**src/rtl/fetch_ir_if.sv**
```systemverilog
// Fetch-stage bundle: instruction-memory read port, redirect input and the
// decoded head-of-buffer presentation to decode.
interface fetch_ir_if #(
    parameter int DATA_W = 16,
    parameter int ADDR_W = 16
);
    logic              mem_req;
    logic [ADDR_W-1:0] mem_addr;
    logic              mem_ack;
    logic [DATA_W-1:0] mem_rdata;
    logic              pc_load;
    logic [ADDR_W-1:0] pc_in;
    logic              ir_valid;
    logic              ir_ready;
    logic [DATA_W-1:0] ir;
    logic [ADDR_W-1:0] ir_pc;
    logic [3:0]        opcode;
    logic [3:0]        rd;
    logic [7:0]        imm8;

    // Fetch stage side
    modport master (
        output mem_req, mem_addr, ir_valid, ir, ir_pc, opcode, rd, imm8,
        input  mem_ack, mem_rdata, pc_load, pc_in, ir_ready
    );

    // Memory / decode / redirect side
    modport slave (
        input  mem_req, mem_addr, ir_valid, ir, ir_pc, opcode, rd, imm8,
        output mem_ack, mem_rdata, pc_load, pc_in, ir_ready
    );
endinterface

```
**src/rtl/fetch_ir.sv**
```systemverilog
// Instruction fetch + instruction register. Single outstanding word read,
// 2-entry FIFO of {instruction, address}; the head entry is held in a
// register so decode fields are plain slices of it.
module fetch_ir #(
    parameter int                DATA_W   = 16,
    parameter int                ADDR_W   = 16,
    parameter logic [ADDR_W-1:0] RESET_PC = {ADDR_W{1'b0}}
) (
    input  logic       CLK,
    input  logic       Reset,
    fetch_ir_if.master bus
);
    localparam logic [ADDR_W-1:0] ADDR_ONE = {{(ADDR_W-1){1'b0}}, 1'b1};

    typedef enum logic [0:0] {ST_IDLE = 1'b0, ST_REQ = 1'b1} state_t;

    state_t            state_r, state_next_s;
    logic [ADDR_W-1:0] pc_r, pc_next_s;
    logic [ADDR_W-1:0] addr_r, addr_next_s;
    logic [1:0]        count_r, count_next_s, count_after_pop_s;
    logic              drop_r, drop_next_s;
    logic              mem_req_r, mem_req_next_s;
    logic              ir_valid_r, ir_valid_next_s;
    logic [DATA_W-1:0] head_data_r, head_data_next_s, tail_data_r, tail_data_next_s;
    logic [ADDR_W-1:0] head_pc_r, head_pc_next_s, tail_pc_r, tail_pc_next_s;
    logic              pop_s, ack_s, push_s;

    // Event decode: redirect suppresses both pop and push on its edge
    always_comb begin
        pop_s             = ir_valid_r & bus.ir_ready & ~bus.pc_load;
        ack_s             = (state_r == ST_REQ) & bus.mem_ack;
        push_s            = ack_s & ~drop_r & ~bus.pc_load;
        count_after_pop_s = count_r - {1'b0, pop_s};
        if (bus.pc_load) begin
            count_next_s = 2'd0;
        end else begin
            count_next_s = count_after_pop_s + {1'b0, push_s};
        end
    end

    // Request FSM state register
    always_ff @(posedge CLK or negedge Reset) begin
        if (!Reset) begin
            state_r <= ST_IDLE;
        end else begin
            state_r <= state_next_s;
        end
    end

    // Request FSM next state: keep requesting while the buffer has room
    always_comb begin
        state_next_s = state_r;
        case (state_r)
            ST_IDLE: begin
                if (bus.pc_load || (count_next_s < 2'd2)) begin
                    state_next_s = ST_REQ;
                end else begin
                    state_next_s = ST_IDLE;
                end
            end
            ST_REQ: begin
                if (bus.mem_ack && !bus.pc_load && !drop_r && (count_next_s == 2'd2)) begin
                    state_next_s = ST_IDLE;
                end else begin
                    state_next_s = ST_REQ;
                end
            end
            default: state_next_s = ST_IDLE;
        endcase
    end

    // Datapath next values: pc, request address, drop flag and buffer shift
    always_comb begin
        pc_next_s        = pc_r;
        addr_next_s      = addr_r;
        drop_next_s      = drop_r;
        head_data_next_s = head_data_r;
        head_pc_next_s   = head_pc_r;
        tail_data_next_s = tail_data_r;
        tail_pc_next_s   = tail_pc_r;

        case (state_r)
            ST_IDLE: begin
                if (bus.pc_load) begin
                    pc_next_s   = bus.pc_in;
                    addr_next_s = bus.pc_in;
                end else if (state_next_s == ST_REQ) begin
                    addr_next_s = pc_r;
                end else begin
                    addr_next_s = addr_r;
                end
            end
            ST_REQ: begin
                if (bus.pc_load) begin
                    pc_next_s = bus.pc_in;
                    if (bus.mem_ack) begin
                        // in-flight word discarded, new target issued at once
                        addr_next_s = bus.pc_in;
                        drop_next_s = 1'b0;
                    end else begin
                        // address must stay stable, so discard the late ack instead
                        drop_next_s = 1'b1;
                    end
                end else if (bus.mem_ack) begin
                    if (drop_r) begin
                        drop_next_s = 1'b0;
                        addr_next_s = pc_r;
                    end else begin
                        pc_next_s = addr_r + ADDR_ONE;
                        if (state_next_s == ST_REQ) begin
                            addr_next_s = addr_r + ADDR_ONE;
                        end else begin
                            addr_next_s = addr_r;
                        end
                    end
                end else begin
                    addr_next_s = addr_r;
                end
            end
            default: begin
                pc_next_s   = pc_r;
                addr_next_s = addr_r;
            end
        endcase

        // Pop shifts the tail into the head; an emptied head keeps its value
        if (pop_s && (count_r == 2'd2)) begin
            head_data_next_s = tail_data_r;
            head_pc_next_s   = tail_pc_r;
        end else begin
            head_data_next_s = head_data_r;
            head_pc_next_s   = head_pc_r;
        end

        if (push_s) begin
            if (count_after_pop_s == 2'd0) begin
                head_data_next_s = bus.mem_rdata;
                head_pc_next_s   = addr_r;
            end else begin
                tail_data_next_s = bus.mem_rdata;
                tail_pc_next_s   = addr_r;
            end
        end else begin
            tail_data_next_s = tail_data_r;
            tail_pc_next_s   = tail_pc_r;
        end

        mem_req_next_s  = (state_next_s == ST_REQ);
        ir_valid_next_s = (count_next_s != 2'd0);
    end

    // Datapath registers
    always_ff @(posedge CLK or negedge Reset) begin
        if (!Reset) begin
            pc_r        <= RESET_PC;
            addr_r      <= {ADDR_W{1'b0}};
            count_r     <= 2'd0;
            drop_r      <= 1'b0;
            mem_req_r   <= 1'b0;
            ir_valid_r  <= 1'b0;
            head_data_r <= {DATA_W{1'b0}};
            head_pc_r   <= {ADDR_W{1'b0}};
            tail_data_r <= {DATA_W{1'b0}};
            tail_pc_r   <= {ADDR_W{1'b0}};
        end else begin
            pc_r        <= pc_next_s;
            addr_r      <= addr_next_s;
            count_r     <= count_next_s;
            drop_r      <= drop_next_s;
            mem_req_r   <= mem_req_next_s;
            ir_valid_r  <= ir_valid_next_s;
            head_data_r <= head_data_next_s;
            head_pc_r   <= head_pc_next_s;
            tail_data_r <= tail_data_next_s;
            tail_pc_r   <= tail_pc_next_s;
        end
    end

    assign bus.mem_req  = mem_req_r;
    assign bus.mem_addr = addr_r;
    assign bus.ir_valid = ir_valid_r;
    assign bus.ir       = head_data_r;
    assign bus.ir_pc    = head_pc_r;
    assign bus.opcode   = head_data_r[15:12];
    assign bus.rd       = head_data_r[11:8];
    assign bus.imm8     = head_data_r[7:0];
endmodule

```
**src/flat_wrapper.sv**
```systemverilog
// flat-port wrapper written by rule: the top's interface ports become plain ports
module fetch_ir_flat 
#(
    parameter int                DATA_W   = 16,
    parameter int                ADDR_W   = 16,
    parameter logic [ADDR_W-1:0] RESET_PC = {ADDR_W{1'b0}}
)
  (CLK, Reset, bus_mem_req, bus_mem_addr, bus_ir_valid, bus_ir, bus_ir_pc, bus_opcode, bus_rd, bus_imm8, bus_mem_ack, bus_mem_rdata, bus_pc_load, bus_pc_in, bus_ir_ready);
  fetch_ir_if #(.DATA_W(DATA_W), .ADDR_W(ADDR_W)) bus_i ();
  input  logic CLK;
  input  logic Reset;
  output wire logic [$bits(bus_i.mem_req)-1:0] bus_mem_req;
  output wire logic [$bits(bus_i.mem_addr)-1:0] bus_mem_addr;
  output wire logic [$bits(bus_i.ir_valid)-1:0] bus_ir_valid;
  output wire logic [$bits(bus_i.ir)-1:0] bus_ir;
  output wire logic [$bits(bus_i.ir_pc)-1:0] bus_ir_pc;
  output wire logic [$bits(bus_i.opcode)-1:0] bus_opcode;
  output wire logic [$bits(bus_i.rd)-1:0] bus_rd;
  output wire logic [$bits(bus_i.imm8)-1:0] bus_imm8;
  input wire logic [$bits(bus_i.mem_ack)-1:0] bus_mem_ack;
  input wire logic [$bits(bus_i.mem_rdata)-1:0] bus_mem_rdata;
  input wire logic [$bits(bus_i.pc_load)-1:0] bus_pc_load;
  input wire logic [$bits(bus_i.pc_in)-1:0] bus_pc_in;
  input wire logic [$bits(bus_i.ir_ready)-1:0] bus_ir_ready;
  assign bus_mem_req = bus_i.mem_req;
  assign bus_mem_addr = bus_i.mem_addr;
  assign bus_ir_valid = bus_i.ir_valid;
  assign bus_ir = bus_i.ir;
  assign bus_ir_pc = bus_i.ir_pc;
  assign bus_opcode = bus_i.opcode;
  assign bus_rd = bus_i.rd;
  assign bus_imm8 = bus_i.imm8;
  assign bus_i.mem_ack = bus_mem_ack;
  assign bus_i.mem_rdata = bus_mem_rdata;
  assign bus_i.pc_load = bus_pc_load;
  assign bus_i.pc_in = bus_pc_in;
  assign bus_i.ir_ready = bus_ir_ready;
  fetch_ir #(.DATA_W(DATA_W), .ADDR_W(ADDR_W), .RESET_PC(RESET_PC)) u_core (.CLK(CLK), .Reset(Reset), .bus(bus_i));
endmodule
```
**config.mk**
```make
export PLATFORM = sky130hd
export DESIGN_NAME = fetch_ir_flat
export DESIGN_NICKNAME = d
export VERILOG_FILES = /design/src/rtl/fetch_ir_if.sv /design/src/rtl/fetch_ir.sv /design/src/flat_wrapper.sv
export SDC_FILE = /design/constraint.sdc
export NUM_CORES = 1
export LEC_CHECK = 0
export BUFFER_PORTS_ARGS = -buffer_cell sky130_fd_sc_hd__buf_2
export CORE_ASPECT_RATIO = 0.6
export CORE_MARGIN = 3
export CORE_UTILIZATION = 41
export CTS_BUF_LIST = sky130_fd_sc_hd__clkbuf_16
export DETAILED_ROUTE_END_ITERATION = 10
export HOLD_SLACK_MARGIN = 0.02
export PLACE_DENSITY = 0.62
export SYNTH_ARGS = -nofsm -noshare
export SYNTH_HDL_FRONTEND = slang
export SYNTH_SLANG_ARGS = --single-unit
```
**constraint.sdc**
```tcl
create_clock -name CLK -period 2 [get_ports CLK]
set_input_delay 0.5 -clock CLK [delete_from_list [all_inputs] [get_ports CLK]]
set_output_delay 0.5 -clock CLK [all_outputs]
set_load 0.01 [all_outputs]
```
==> results of run 1 <==
## final timing paths
path                                     start                      end  slack (ps)  cells after the start
max                        u_core.bus.ir_valid  u_core.bus.mem_addr[10]          30                     11
min                                      Reset        u_core.bus.ir[11]          80                      1
max reg2reg                u_core.bus.ir_valid  u_core.bus.mem_addr[10]          30                     11
min reg2reg                    u_core.pc_r[10]          u_core.pc_r[10]         500                      2
max in group asynchronous                Reset           u_core.pc_r[2]        1350                      2
min in group CLK              bus_mem_rdata[8]         u_core.bus.ir[8]         370                      3
## per-layer routing
metal	part of all wire, %	track usage (%)	vias to the layer above
met2	41	28.5	123
li1	-	-	1956
met4	0.57	3.65	0
met5	0	0	-
met3	6.8	5.53	7
met1	51	33.0	2039
## power breakdown
part	internal [W]	switching, W	leakage (nW)	total [W]
Sequential	0.00277	0.000538	1.25	0.00331
Clock	0.000880	0.000843	0.146	0.00172
Combinational	0.00143	0.00132	1.56	0.00275
Total	0.00508	0.00270	2.96	0.00778
## cell usage in the layout, fill, tap and decap left out, drive strengths merged, types with 2 or more instances in the layout
| master | count |
|---|---|
| buf | 160 |
| dfrtp | 101 |
| nand2 | 48 |
| o21ai | 44 |
| mux2 | 34 |
| mux2i | 33 |
| nor2 | 18 |
| a21oi | 18 |
| inv | 17 |
| o2bb2ai | 14 |
| nand3 | 12 |
| xnor2 | 10 |
| clkbuf | 9 |
| nor4 | 8 |
| nor3 | 7 |
| a221oi | 6 |
| o22ai | 6 |
| o211ai | 5 |
| and2 | 5 |
| o31ai | 4 |
| nand4 | 3 |
| a222oi | 3 |
| a22oi | 3 |
| ha | 3 |
| nor2b | 2 |
| and3 | 2 |
| a221o | 2 |
| xor2 | 2 |
| nor4b | 2 |
| a2bb2oi | 2 |
| clkinv | 2 |
## cells by family after synthesis
logic type               count (synthesis)  synth area share [%]
AND/OR/NAND/NOR                        116                  12.0
adder cells (fa/ha/maj)                  3                 0.731
XOR/XNOR                                13                  2.49
flip-flops                             101                  49.2
buffers and inverters                   65                  6.56
AO/OA/AOI/OAI                          116                  15.1
multiplexers                            67                  13.9
## worst max-delay path: stages (launching register included)
cell and delay (ps):
dfrtp_1 390, nand2_2 100, nor2_4 40, ha_4 260
inv_4 30, ha_4 140, xnor3_1 230, o22ai_2 90
buf_6 160, buf_6 130, o2bb2ai_2 110, o2bb2ai_1 130
## stage by stage
stage	total power, W	hold WS [ps]
2_1_floorplan	0.00505	204
3_3_place_gp	0.00593	475
3_5_place_dp	0.00603	478
4_1_cts	0.00778	94.6
5_1_grt	0.00829	101
6_report	0.00778	81.8
## cell type report
| type | instances | area, µm² |
|---|---|---|
| fillers | 1028 | 5120 |
| multi-input cells | 315 | 2540 |
| flip-flops and latches | 101 | 2530 |
| repair buffers | 160 | 1030 |
| clock buffers | 9 | 225 |
| well taps | 160 | 200 |
| clock inverters | 7 | 65.1 |
| inverters | 12 | 47.5 |
## synth_stat cells (all sizes together) (3+ instances only)
master / instances
a21oi: 18
a221oi: 6
a222oi: 3
a22oi: 3
and2: 5
buf: 34
clkbuf: 19
dfrtp: 101
ha: 3
inv: 12
mux2: 34
mux2i: 33
nand2: 48
nand3: 12
nand4: 3
nor2: 18
nor3: 7
nor4: 8
o211ai: 5
o21ai: 44
o22ai: 6
o2bb2ai: 14
o31ai: 4
xnor2: 10
## flip-flops by register name, summed over array words and instances, names as in the netlist
name	cells
u_core.pc_r	16
u_core.count_r	2
u_core.bus.ir_valid	1
u_core.bus.ir_pc	16
u_core.tail_data_r	16
u_core.state_r	1
u_core.bus.mem_addr	16
u_core.bus.ir	16
u_core.drop_r	1
u_core.tail_pc_r	16
## timing repair
action	CTS	global route
setup endpoints to repair	16	16
pin swaps	2	8
gates resized for setup	4	17
setup buffers	1	2
==> impl_metrics.ini, run 1 <==
[cts]
cts.path.max_buffers = 2
clk_pin_slew_ps = 80
clk_latency_ps = 350
cts_hold_buf = 0
cts_sinks = 101
cts_buffers = 9
cts_tree = yes
cts_max_level = 3
clockRootBuffer = clkbuf_16

[floorplan]
io_pins = 103
row_count = 30
core_um2 = 11700
die_h_um = 92.7
die_w_um = 150
start_util_pct = 43.7
die_area_um2 = 13900

[power_and_ir_drop]
p_leak_nw = 2.96
power_density_nw_per_um2 = 1170
ir_worst_vdd_uv = 501

[synth]
ys_seq_area_share_pct = 49.2
synth_area_leaders = dfrtp_1, mux2i_1, mux2_2, o21ai_0, nand2_1
synthArstFlopShare_pct = 100
synth_cell_type_count = 60
yosys.area.top_type = dfrtp_1
netlist_instances = 481
syn-cell-area_um2 = 5130
syn_nets = 521
avgSynthCellArea_um2 = 10.7
synth_top_area_share_pct = 49.2
synth_ff_type = dfrtp_1
synth_edf_count = 0
synth_seq_cells = 101
ys.warnings.count = 0

[worst_setup_path]
crit_arrival_ps = 2180
cp.required_ps = 2220
start_kind = flip-flop
crit_type = flip-flop to flip-flop
worstPathMaxFanout = 6
cp-end-kind = flip-flop

[detailed_routing]
drt_iter0_markers = 250
wl_per_cell_um = 18.5
wirelength_mm = 14.1
drcViolationCount = 0
drt_pass1_iterations = 5
ant_nets = 0
vias = 4125
vias_per_cell = 5.40

[cells_and_area]
final_util_pct = 56.4
layout.nets = 639
area_growth_syn_to_layout_pct = 29.2
drive_gt1_share_pct = 39.9
antenna_cells = 0
design_area_um2 = 6630
stdcell_count = 764

[placed_design]
place_ws_ps = -312
dpl_cell_area_um2 = 6220
placed_cells = 745
hpwl_mm = 10.3
portBuffers = 102
gp_congestion = 0.873

[timing]
final.setup.tns_ps = 0
timing.fmax_ghz = 0.508
finClkSkew_ps = 7.69
min_period_ps = 1970
setup_violations = 0
finalHoldViolations = 0
max_slew_margin_pct = 67.8
timing.final.crit_share_pct = 98.3
grt_setup_unrepaired = true
slew_viol_final = 0
timing.final.ws_setup_ps = 33.3
max_slew.worst_pin.slew_ps = 480

[min_path]
hp-class = input pin to asynchronous set/reset pin

[global_route]
grt_usage_pct = 20.9
grt_max_degree = 41
grt_overflow = 0
antenna_found_initial = 0
grt_pass1_vias = 4107
grt_pass1_wl_mm = 22.7

[job]
maxCapViolCount = 0

[status]
status = finished, final reports clean
(Power assumes the default switching activity.)
==> inputs of run 2 (changes only) <==
==> constraint.sdc (replaced) <==
create_clock -name CLK -period 1.7 [get_ports CLK]
set_input_delay 0.425 -clock CLK [delete_from_list [all_inputs] [get_ports CLK]]
set_output_delay 0.425 -clock CLK [all_outputs]
set_load 0.01 [all_outputs]
==> run 2 against run 1 <==
  * The run now ends with setup timing left
  * Clock power is 12% higher
  * Final area increased by 10%
  * Wire length up 12%
  * First-iteration DRC count grew 50%
  * Power up 24%
  * Clock skew is 1.3 ps higher
  * Sequential share of layout area shrank 3.5 points
  * Global-route usage rose by 2.5 points
  * Critical path type unchanged
==> impl_metrics.ini, run 2 (synthesis gave the netlist of run 1 again) <==
[floorplan]
die_h_um = 92.7
core_um2 = 11700
io_pins = 103
die_area_um2 = 13900
start_util_pct = 43.7
row_count = 30
die_w_um = 150

[worst_setup_path]
cp_slowest_stage_delay_ps = 390
start_kind = flip-flop
reg2reg_depth = 9
rr_endpoint = u_core.bus.mem_addr[0]
crit_arrival_ps = 2230
crit_start = u_core.bus.ir_valid
crit_type = flip-flop to flip-flop
cp.required_ps = 1930
r2r_slack_ps = -290
regToRegStartpoint = u_core.bus.ir_valid
critPathSlowestCell = dfrtp_1
crit_chain = nand2_2 > nor2_4 > ha_4 > inv_4 > ha_4 > o211ai_4 > buf_6 > a2111oi_4 > a211o_1
cp-end-kind = flip-flop
crit_top_cell = ha_4
worstPathMaxFanout = 15

[detailed_routing]
drt_pass1_iterations = 5
drt_iter0_markers = 375
wl_per_cell_um = 20.1
vias_per_cell = 5.62
drcViolationCount = 0
vias = 4429
wirelength_mm = 15.8
ant_nets = 0

[placed_design]
portBuffers = 102
placed_cells = 750
gp_congestion = 0.888
place_ws_ps = -613
hpwl_mm = 10.2

[timing]
finClkSkew_ps = 9.02
max_slew.worst_pin.slew_ps = 389
timing.final.crit_share_pct = 117
holdWs_ps = 291
finalHoldViolations = 0
timing.fmax_ghz = 0.501
min_period_ps = 1990
grt_setup_unrepaired = true
timing.final.ws_setup_ps = -295
max_slew_margin_pct = 74.1
setup_violations = 80
slew_viol_final = 0

[global_route]
antenna_found_initial = 0
grt_max_degree = 39
grt_usage_pct = 23.4
grt_overflow = 0
grt_pass1_wl_mm = 25.2
grt_pass1_vias = 4480

[cts]
clockRootBuffer = clkbuf_16
cts_tree = yes
cts.path.max_buffers = 2
cts_max_level = 3
cts_buffers = 9
clk_pin_slew_ps = 70
cts_sinks = 101
clk_latency_ps = 350

[status]
status = finished with violations
violations = setup timing

[cells_and_area]
stdcell_count = 788
drive_gt1_share_pct = 50.8
layout_common_cells = buf_2, dfrtp_1, buf_4, mux2_4, mux2i_1
area_growth_syn_to_layout_pct = 42.2
final_util_pct = 62.1
layout.nets = 663
antenna_cells = 0
mostFrequentLayoutCell = buf_2

[power_and_ir_drop]
power_density_nw_per_um2 = 1320
p_total_w = 0.00963
p_leak_nw = 3.25
ir_worst_vdd_uv = 563

[min_path]
hold_path.startpoint = bus_mem_rdata[9]
hold-path-cell-count = 3
hp-class = input pin to flip-flop
hold_end = u_core.bus.ir[9]

[job]
maxCapViolCount = 0
==> run 2: cell count changes in the layout (fill, tap and decap cells not counted), sizes merged <==
cell	before	now
buf	160	181
inv	17	13
clkinvlp	0	3
bufbuf	0	1
clkbuf	9	10
clkinv	2	3
dlygate4sd3	0	1
==> run 2: area by class of cell <==
class | count | area [µm²]
fillers | 925 | 4450
multi-input cells | 315 | 2780
flip-flops and latches | 101 | 2530
repair buffers | 184 | 1470
clock buffers | 9 | 225
well taps | 160 | 200
clock inverters | 7 | 50.0
inverters | 12 | 47.5
==> run 2: worst max path at each step <==
| stage | endpoint | slack [ps] |
|---|---|---|
| after CTS | u_core.bus.mem_addr[3] | -280 |
| final | u_core.bus.mem_addr[0] | -290 |
| after global placement | u_core.bus.mem_addr[3] | -540 |
| after global routing | u_core.bus.mem_addr[0] | -370 |
| after floorplan | u_core.bus.mem_addr[1] | -740 |
| after detailed placement | u_core.bus.mem_addr[3] | -610 |
==> run 2: metrics by stage <==
step | area (µm²) | TNS, ps
3_5_place_dp | 6280 | -30110
6_report | 7300 | -14680
4_1_cts | 7220 | -15740
5_1_grt | 7300 | -21590
3_3_place_gp | 6280 | -27260
2_1_floorplan | 5370 | -34990
==> run 2: routing by layer <==
| layer | routed length (µm) | up-vias | GRT usage (%) |
|---|---|---|---|
| li1 | - | 2022 | - |
| met1 | 7680 | 2190 | 35.4 |
| met2 | 6790 | 191 | 33.1 |
| met3 | 1120 | 26 | 6.16 |
| met4 | 236 | 0 | 5.71 |
| met5 | 0 | - | 0 |
==> run 2: power by group <==
group	internal, W	total, W	switching [W]
sequential	0.00326	0.00388	0.000615
clock	0.000995	0.00192	0.000928
combinational	0.00198	0.00383	0.00184
total	0.00624	0.00963	0.00339
==> run 2: worst max-delay path, delay by kind of cell, from the launching register on <==
| kind | cells | cell delay, ps |
|---|---|---|
| AOI/OAI and AO/OA | 3 | 570 |
| adders and majority gates | 2 | 490 |
| buffers and inverters | 2 | 290 |
| DFF | 1 | 390 |
| and+or+nand+nor | 2 | 150 |
==> run 2: timing repair <==
| item | 4_1_cts | 5_1_grt |
|---|---|---|
| pin swaps | 38 | 14 |
| setup endpoints to repair | 84 | 91 |
| endpoints found under the hold margin | 24 | 0 |
| buffers inserted | 11 | 4 |
| hold buffers | 1 | 0 |
| gates resized for setup | 108 | 31 |
| gates cloned | 9 | 1 |
==> inputs of run 3 (changes only) <==
--- a/config.mk
+++ b/config.mk
@@ -5,14 +5,17 @@
 export SDC_FILE = /design/constraint.sdc
 export NUM_CORES = 1
 export LEC_CHECK = 0
+export ABC_AREA = 1
 export BUFFER_PORTS_ARGS = -buffer_cell sky130_fd_sc_hd__buf_2
 export CORE_ASPECT_RATIO = 0.6
 export CORE_MARGIN = 3
 export CORE_UTILIZATION = 41
 export CTS_BUF_LIST = sky130_fd_sc_hd__clkbuf_16
 export DETAILED_ROUTE_END_ITERATION = 10
+export GPL_TIMING_DRIVEN = 0
 export HOLD_SLACK_MARGIN = 0.02
 export PLACE_DENSITY = 0.62
 export SYNTH_ARGS = -nofsm -noshare
 export SYNTH_HDL_FRONTEND = slang
 export SYNTH_SLANG_ARGS = --single-unit
+export TNS_END_PERCENT = 20
==> run 3 against run 2 <==
  * Clock power increased by 4%
  * First-iteration DRC count increased by 3.7%
  * Worst hold slack got worse by 180 ps
  * The run still ends with setup timing left
  * Combinational power decreased by 23%
  * Critical path depth increased by 4
  * Clock skew decreased by 3.0 ps
  * Register-to-register slack improved by 20 ps
  * Largest cell class is now registers
  * Largest power group unchanged
  * Via count increased by 10%
  * Setup slack improved by 18 ps
  * Wire length decreased by 6.4%
  * Sequential cell count unchanged
==> impl_metrics.ini, run 3 <==
[worst_setup_path]
crit_arrival_ps = 2200
cp-end-kind = flip-flop
crit_type = flip-flop to flip-flop
worstPathMaxFanout = 5
start_kind = flip-flop
cp.required_ps = 1930

[min_path]
hp-class = input pin to asynchronous set/reset pin

[placed_design]
portBuffers = 102
hpwl_mm = 10.9
gp_congestion = 0.890

[global_route]
grt_pass1_wl_mm = 23.3
grt_max_degree = 53
grt_overflow = 0
antenna_found_initial = 0
grt_usage_pct = 21.0
grt_pass1_vias = 4660

[cells_and_area]
layout_common_cells = nand2_1, buf_2, inv_1, dfrtp_1, o21ai_0
fillCellCount = 1167
multi_input_area_um2 = 2240
regArea_um2 = 2530
area_growth_syn_to_layout_pct = 27.0
layout.nets = 827
mostFrequentLayoutCell = nand2_1
antenna_cells = 0
drive_gt1_share_pct = 28.9

[detailed_routing]
vias = 4887
drt_iter0_markers = 389
wirelength_mm = 14.8
vias_per_cell = 5.11
ant_nets = 0
top_layer = met4
wl_per_cell_um = 15.5
drcViolationCount = 0
drt_pass1_iterations = 5
wl_met3_mm = 1.03
wl_met2_mm = 6.44
met1Wirelength_mm = 7.28

[synth]
synth_top_area_share_pct = 48.5
synth_seq_cells = 101
avgSynthCellArea_um2 = 7.89
synth_ff_type = dfrtp_1
synth_edf_count = 0
post-synth-top-count-cell = nand2_1
netlist_instances = 661
synth_area_leaders = dfrtp_1, nand2_1, o21ai_0, inv_1, o211ai_1
yosys.area.top_type = dfrtp_1
synthTopCellsByCount = nand2_1, dfrtp_1, inv_1
synth_cell_type_count = 35
syn-cell-area_um2 = 5220
syn_nets = 701
ys_seq_area_share_pct = 48.5
synthArstFlopShare_pct = 100
ys.warnings.count = 0

[timing]
holdWs_ps = 109
min_period_ps = 1980
grt_setup_unrepaired = true
timing.final.ws_setup_ps = -277
finalHoldViolations = 0
finClkSkew_ps = 6.03
setup_violations = 78
timing.fmax_ghz = 0.506
final.setup.tns_ps = -8180
max_slew.worst_pin.slew_ps = 658
timing.final.crit_share_pct = 116
max_slew_margin_pct = 56.1
slew_viol_final = 0

[cts]
cts_tree = yes
cts_buffers = 9
cts_max_level = 3
clk_latency_ps = 340
clockRootBuffer = clkbuf_16
cts_hold_buf = 0
cts.path.max_buffers = 2
clk_pin_slew_ps = 70
cts_sinks = 101

[floorplan]
die_w_um = 152
die_area_um2 = 14200
core_um2 = 12300
start_util_pct = 42.5
io_pins = 103
row_count = 31
die_h_um = 93.4

[power_and_ir_drop]
p_leak_nw = 3.49
ir_worst_vdd_uv = 712
power_density_nw_per_um2 = 1310

[status]
violations = setup timing
status = finished with violations

[job]
maxCapViolCount = 0
-- run 3: path summary, 6_finish.rpt --
path | end | start | slack [ps] | cells after the start
min in group CLK | u_core.pc_r[1] | bus_pc_in[1] | 350 | 3
hold / removal | u_core.drop_r | Reset | 110 | 1
max in group asynchronous | u_core.bus.mem_addr[5] | Reset | 880 | 2
setup reg to reg | u_core.bus.mem_addr[7] | u_core.bus.ir_valid | -280 | 13
setup / recovery | u_core.bus.mem_addr[7] | u_core.bus.ir_valid | -280 | 13
hold reg to reg | u_core.tail_pc_r[8] | u_core.tail_pc_r[8] | 490 | 2
-- run 3: power breakdown --
group	total, W	switching [W]	leakage [nW]	internal [W]
combinational	0.00294	0.00162	2.09	0.00132
clock	0.00199	0.000870	0.147	0.00112
sequential	0.00375	0.000545	1.25	0.00320
total	0.00868	0.00303	3.49	0.00565
-- run 3: cells by family after synthesis --
group / after synthesis / synth area share, %
AO/OA/AOI/OAI: 159 / 18.0
AND/OR/NAND/NOR: 246 / 19.7
flip-flops: 101 / 48.5
adder cells (fa/ha/maj): 3 / 0.720
buffers and inverters: 146 / 12.0
XOR/XNOR: 6 / 1.01
-- run 3: metal layers --
layer | up-vias | global-route usage (%)
met3 | 8 | 4.46
met5 | - | 0
met4 | 0 | 3.21
li1 | 2360 | -
met2 | 158 | 31.0
met1 | 2361 | 32.4
-- run 3: critical path, stage by stage, from the launching register on --
cell and delay, ps:
dfrtp_1 400, nand2_4 80, nor2_4 40, ha_4 280, inv_4 40, ha_4 140, nand3b_1 200, nand3_2 120
nand2_2 70, nand2_4 110, nand2_8 90, inv_8 80, clkbuf_16 140, o21ai_2 50
-- run 3: repair_timing --
action                                  CTS  global route
gates cloned                              0             2
gates resized for setup                  21            67
endpoints found under the setup margin   94            95
buffers inserted                          5             6
pin swaps                                 3            16
-- run 3: per-stage QoR --
step           setup slack [ps]  cell area [µm²]  total power, W  instances  utilization (%)
3_3_place_gp               -889             6000         0.00646        928             48.9
5_1_grt                    -364             6620         0.00931        957             54.0
2_1_floorplan              -231             5280         0.00547        661                -
3_5_place_dp               -563             6030         0.00658        929             49.2
4_1_cts                    -285             6390         0.00862        950             52.1
6_report                   -277             6620         0.00868        957             54.0
-- run 3: area by class of cell --
class	instances	area share, %
timing repair inverter	1	0.0945
clock inverter	7	0.888
sequential	101	38.3
buffer	41	4.31
multi-input combinational	414	33.8
timing repair buffer	115	10.0
clock buffer	9	3.40
tap	165	3.12
inverter	104	6.14
